## src/rtl/loop_monitor.sv

```systemverilog
// Instruction-stream loop detector: flags a stream that repeats with a period of
// 1..MAX_PERIOD samples for THRESHOLD consecutive samples. Macro LOOP_MONITOR_STICKY_EN
// latches trigger_o/period_o until rst or clear_i; otherwise they follow the counters.
module loop_monitor #(
  parameter int DATA_WIDTH = 32,
  parameter int MAX_PERIOD = 4,
  parameter int THRESHOLD  = 50
) (
  input  logic                  clk,
  input  logic                  rst,
  input  logic                  valid_i,
  input  logic [DATA_WIDTH-1:0] instr_i,
  input  logic                  clear_i,
  output logic                  trigger_o,
  output logic [4:0]            period_o
);

  localparam int CNT_W  = $clog2(THRESHOLD + 1);
  localparam int FILL_W = $clog2(MAX_PERIOD + 1);
  localparam logic [CNT_W-1:0]      THR      = CNT_W'(THRESHOLD);
  localparam logic [FILL_W-1:0]     FILL_MAX = FILL_W'(MAX_PERIOD);
  localparam logic [DATA_WIDTH-1:0] NOP_WORD = DATA_WIDTH'(32'h0000_0013);

  logic [DATA_WIDTH-1:0] hist_q [MAX_PERIOD];
  logic [DATA_WIDTH-1:0] hist_d [MAX_PERIOD];
  logic [CNT_W-1:0]      cnt_q  [MAX_PERIOD];
  logic [CNT_W-1:0]      cnt_d  [MAX_PERIOD];
  logic [FILL_W-1:0]     fill_q, fill_d;
  logic                  trigger_q, trigger_d;
  logic [4:0]            period_q, period_d;
  logic                  hit_any;
  logic [4:0]            hit_p;
  logic                  is_nop;

  function automatic logic [CNT_W-1:0] sat_inc(input logic [CNT_W-1:0] c);
    return (c == THR) ? c : c + 1'b1;
  endfunction

  function automatic logic [FILL_W-1:0] sat_fill(input logic [FILL_W-1:0] f);
    return (f == FILL_MAX) ? f : f + 1'b1;
  endfunction

  always_comb begin
    hist_d    = hist_q;
    cnt_d     = cnt_q;
    fill_d    = fill_q;
    trigger_d = trigger_q;
    period_d  = period_q;
    hit_any   = 1'b0;
    hit_p     = '0;
    is_nop    = (instr_i == NOP_WORD);

    if (clear_i) begin
      // Clear beats a coincident sample: the sample is dropped entirely.
      fill_d = '0;
      for (int p = 0; p < MAX_PERIOD; p++) begin
        cnt_d[p] = '0;
      end
      trigger_d = 1'b0;
      period_d  = '0;
    end else begin
      if (valid_i) begin
        for (int i = MAX_PERIOD - 1; i > 0; i--) begin
          hist_d[i] = hist_q[i-1];
        end
        hist_d[0] = instr_i;
        fill_d    = sat_fill(fill_q);
        // cnt index p covers period p+1, compared against the sample p+1 back.
        for (int p = 0; p < MAX_PERIOD; p++) begin
          if (!is_nop && (int'(fill_q) > p) && (instr_i == hist_q[p])) begin
            cnt_d[p] = sat_inc(cnt_q[p]);
          end else begin
            cnt_d[p] = '0;
          end
        end
      end

      // Descending scan so the smallest hit period is the one left standing.
      for (int p = MAX_PERIOD - 1; p >= 0; p--) begin
        if (cnt_d[p] == THR) begin
          hit_any = 1'b1;
          hit_p   = 5'(p + 1);
        end
      end

`ifdef LOOP_MONITOR_STICKY_EN
      if (!trigger_q) begin
        trigger_d = hit_any;
        period_d  = hit_p;
      end
`else
      trigger_d = hit_any;
      period_d  = hit_p;
`endif
    end
  end

  always_ff @(posedge clk) begin
    if (rst) begin
      fill_q    <= '0;
      cnt_q     <= '{default: '0};
      trigger_q <= 1'b0;
      period_q  <= '0;
    end else begin
      fill_q    <= fill_d;
      cnt_q     <= cnt_d;
      trigger_q <= trigger_d;
      period_q  <= period_d;
    end
  end

  // History is only ever read below the fill count, so it needs no reset.
  always_ff @(posedge clk) begin
    hist_q <= hist_d;
  end

  assign trigger_o = trigger_q;
  assign period_o  = period_q;

endmodule

```

## config.mk

```make
export PLATFORM = sky130hd
export DESIGN_NAME = loop_monitor
export DESIGN_NICKNAME = d
export VERILOG_FILES = /design/src/rtl/loop_monitor.sv
export SDC_FILE = /design/constraint.sdc
export NUM_CORES = 1
export LEC_CHECK = 0
export ABC_AREA = 1
export ABC_CLOCK_PERIOD_IN_PS = 8700
export BUFFER_PORTS_ARGS = -buffer_cell sky130_fd_sc_hd__buf_2
export CORE_MARGIN = 1
export CORE_UTILIZATION = 38
export DETAILED_ROUTE_END_ITERATION = 6
export SLEW_MARGIN = 15
export SYNTH_ARGS = -nofsm -noshare
export SYNTH_HDL_FRONTEND = slang
export SYNTH_SLANG_ARGS = --single-unit
```

## constraint.sdc

```tcl
create_clock -name clk -period 8.7 [get_ports clk]
set_clock_uncertainty 0.1 [all_clocks]
set_input_delay 0.87 -clock clk [delete_from_list [all_inputs] [get_ports clk]]
set_output_delay 0.87 -clock clk [all_outputs]
set_load 0.01 [all_outputs]
```

==> key figures <==
CTS
  – CTS clk-pin slew, worst paths: 60 ps
  – Buffer count from post-CTS setup fixing: 0
  – H-tree depth: 4
  – CTS Buf Count: 17
  – CTS tree: built
  – TritonCTS Sinks: 159
  – Post-CTS Hold Fix Bufs: 0
  – Post-CTS resize count: 0
  – Clk buf depth: 2
  – Worst-Skew Late Latency: 440 ps
  – CTS root buffer: clkbuf_16

Worst setup path
  – Crit path DAT: 3120 ps
  – CP endpoint kind: flip-flop
  – Worst path slowest cell: nor2_4
  – Worst reg2reg setup slack: 6500 ps
  – Crit Path Class: in2reg
  – CP cell instances: buf_2, inv_2, nor2_4, buf_4
  – CP peak stage delay: 860 ps
  – CP max FO: 55
  – Worst path required time: 8670 ps
  – CP Launch Type: input pin
  – R2R cell count: 14

Synthesis
  – Dominant cell type by area after synthesis: edfxtp_1
  – Syn Area/Cell: approximately 8 um2
  – Post-synthesis cell type count: 34
  – Sequential share of the synthesized area: a little over half
  – Async set or reset register ratio after synthesis: 0%
  – EDFF count, synth: 128
  – Post-synthesis register bit count: between 150 and 200
  – Top cell type's share of synthesized area: 45.0%
  – Largest cells by area after synthesis: edfxtp_1, nand2_1, dfxtp_1
  – Synth Instances: 1039
  – Post-Syn Area: 8550 um2
  – Syn. warnings: 0
  – Ys flop type: edfxtp_1

Power and ir drop
  – Worst VDD drop: 0.139 mV
  – Cell leakage power: 4.24 nW
  – Pwr/cell area: 183 nW/um2
  – PnR Total Power: between 1.5 and 2 mW

Finish
  – Area growth from synthesis to layout: 11.1%
  – Final Util: a little over two fifths
  – # fillers: 2128
  – Share of cells above drive strength 1: approximately an eighth
  – Total Nets Final: 1121
  – N_diodes: 0

Floorplanning
  – Die X: 152 um
  – Initial core utilization: 38.9%
  – Die area: 23100 um2
  – Core ar.: 22000 um2
  – Ports: 42
  – Cell Rows: 54
  – Die Y: around 150 um

Timing
  – Sum Neg Setup Slack: 0 ps
  – Fmax achieved: 0.318 GHz
  – RSZ-0062 raised after global routing: no
  – Final setup fails: 0
  – Final min period: 3150 ps
  – Final hold vios: 0
  – Slew Limit Headroom: a little over a quarter
  – Hold WS: 350 ps
  – Pins Over Slew Limit: 0
  – Fin crit share: 36.2%
  – Worst-Margin Slew: about 1100 ps

GRT
  – Largest net degree at the start of global routing: 56
  – First-pass GRT wire length: 27000 um
  – GRT overflow: 0
  – Gr usage total: between 10 and 15%
  – Number of global-route vias before repair: 5674
  – Initial antenna violation count: 0

Job
  – Max-cap viol count: 0

Placed design
  – GPL Wtd Cong: 0.817
  – Final HPWL DP: 12100 um
  – PortBufs: 39

Route
  – Vias/cell: 4.43
  – Final ANT Viol Nets: 0
  – WL final: 16600 um
  – Initial DRC count: 363
  – Via count: roughly 6000
  – Drt drc: 2
  – DR WL/cell: 12.1 um
  – First drt pass iteration count: 6

Hold path
  – Hold path depth: 0
  – Worst hold-check path type: reg2reg

Status
  – Failing checks: design-rule violations
  – Outcome: finished with violations
-- through the flow --
| step | worst slack (ps) | area, um2 | std cells |
|---|---|---|---|
| final | 5550 | 9490 | 1365 |
| after global routing | 5400 | 9490 | 1365 |
| after CTS | 5550 | 9490 | 1365 |
| after detailed placement | 5080 | 8920 | 1333 |
| after global placement | 5140 | 8920 | 1333 |
| after floorplan | 1400 | 8550 | 1040 |
-- flip-flops by register name, indices dropped and copies added, names as in the netlist --
signal / count
cnt_q: 24
hist_q: 128
trigger_o: 1
fill_q: 3
period_o: 3
-- cells in the mapped netlist (2+ instances only) --
cell	count
a21oi_1	12
a21oi_2	2
buf_2	4
buf_4	20
buf_6	2
clkbuf_1	2
clkinv_1	2
dfxtp_1	31
edfxtp_1	128
ha_1	13
inv_1	135
inv_2	26
nand2_1	383
nand2_2	10
nand3_1	24
nand3_2	6
nand4_1	8
nor2_1	130
nor2_2	13
nor3_1	2
nor3b_1	3
o21ai_0	10
xnor2_1	52
xor2_1	11
-- cells in the final DEF, fill, tap and decap left out, types with 2 or more instances in the layout --
master      count
nand2_1       383
inv_1         135
nor2_1        129
edfxtp_1      128
xnor2_1        52
buf_2          39
dfxtp_1        31
inv_2          26
nand3_1        24
clkbuf_16      17
nor2_2         13
ha_1           13
a21oi_1        12
xor2_1         11
nand2_2        10
o21ai_0        10
nand4_1         8
inv_6           7
nand3_2         6
nor3b_1         3
nor2_4          2
nor3_1          2
clkinv_1        2
a21oi_2         2
conb_1          2
inv_8           2
clkinvlp_4      2
buf_4           2
-- final timing paths --
path / startpoint / end
worst max-delay path: valid_i / hist_q[108]
worst min-delay path: hist_q[63] / hist_q[31]
worst max register to register: fill_q[0] / trigger_o
worst min register to register: hist_q[63] / hist_q[31]
-- kinds of logic after synthesis --
| group | synth area share [%] |
|---|---|
| adders and majority gates | 1.90 |
| and+or+nand+nor | 28.2 |
| xor gates and xnor gates | 6.46 |
| DFF | 52.2 |
| AOI/OAI and AO/OA | 1.68 |
| other | 0.0439 |
| buffers and inverters | 9.50 |
-- cell type report --
type / count / area (um2) / area share [%]
clock buffers: 17 / 425 / 4.48
repair buffers: 41 / 210 / 2.21
inverters: 163 / 612 / 6.45
clock inverters: 15 / 148 / 1.56
flip-flops and latches: 159 / 4460 / 47.0
well taps: 280 / 350 / 3.69
multi-input cells: 690 / 3280 / 34.6
-- worst max-delay path, delay by kind of cell --
| kind | cells | cell delay, ps |
|---|---|---|
| buf+inv | 3 | 1320 |
| simple gates | 1 | 860 |
-- routing by layer --
metal / up-vias / routed length (um) / GRT usage (%)
li1: 3237 / - / -
met1: 2709 / 8000 / 19.6
met2: 83 / 7780 / 24.2
met3: 16 / 535 / 3.31
met4: 0 / 253 / 5.39
met5: - / 0 / 0
-- power by group --
part | switching, mW | internal (mW) | total (mW)
Clock | 0.332 | 0.403 | 0.735
Sequential | 0.0161 | 0.851 | 0.867
Combinational | 0.0893 | 0.0475 | 0.137
Note: power is estimated with default switching activity, not from simulation.
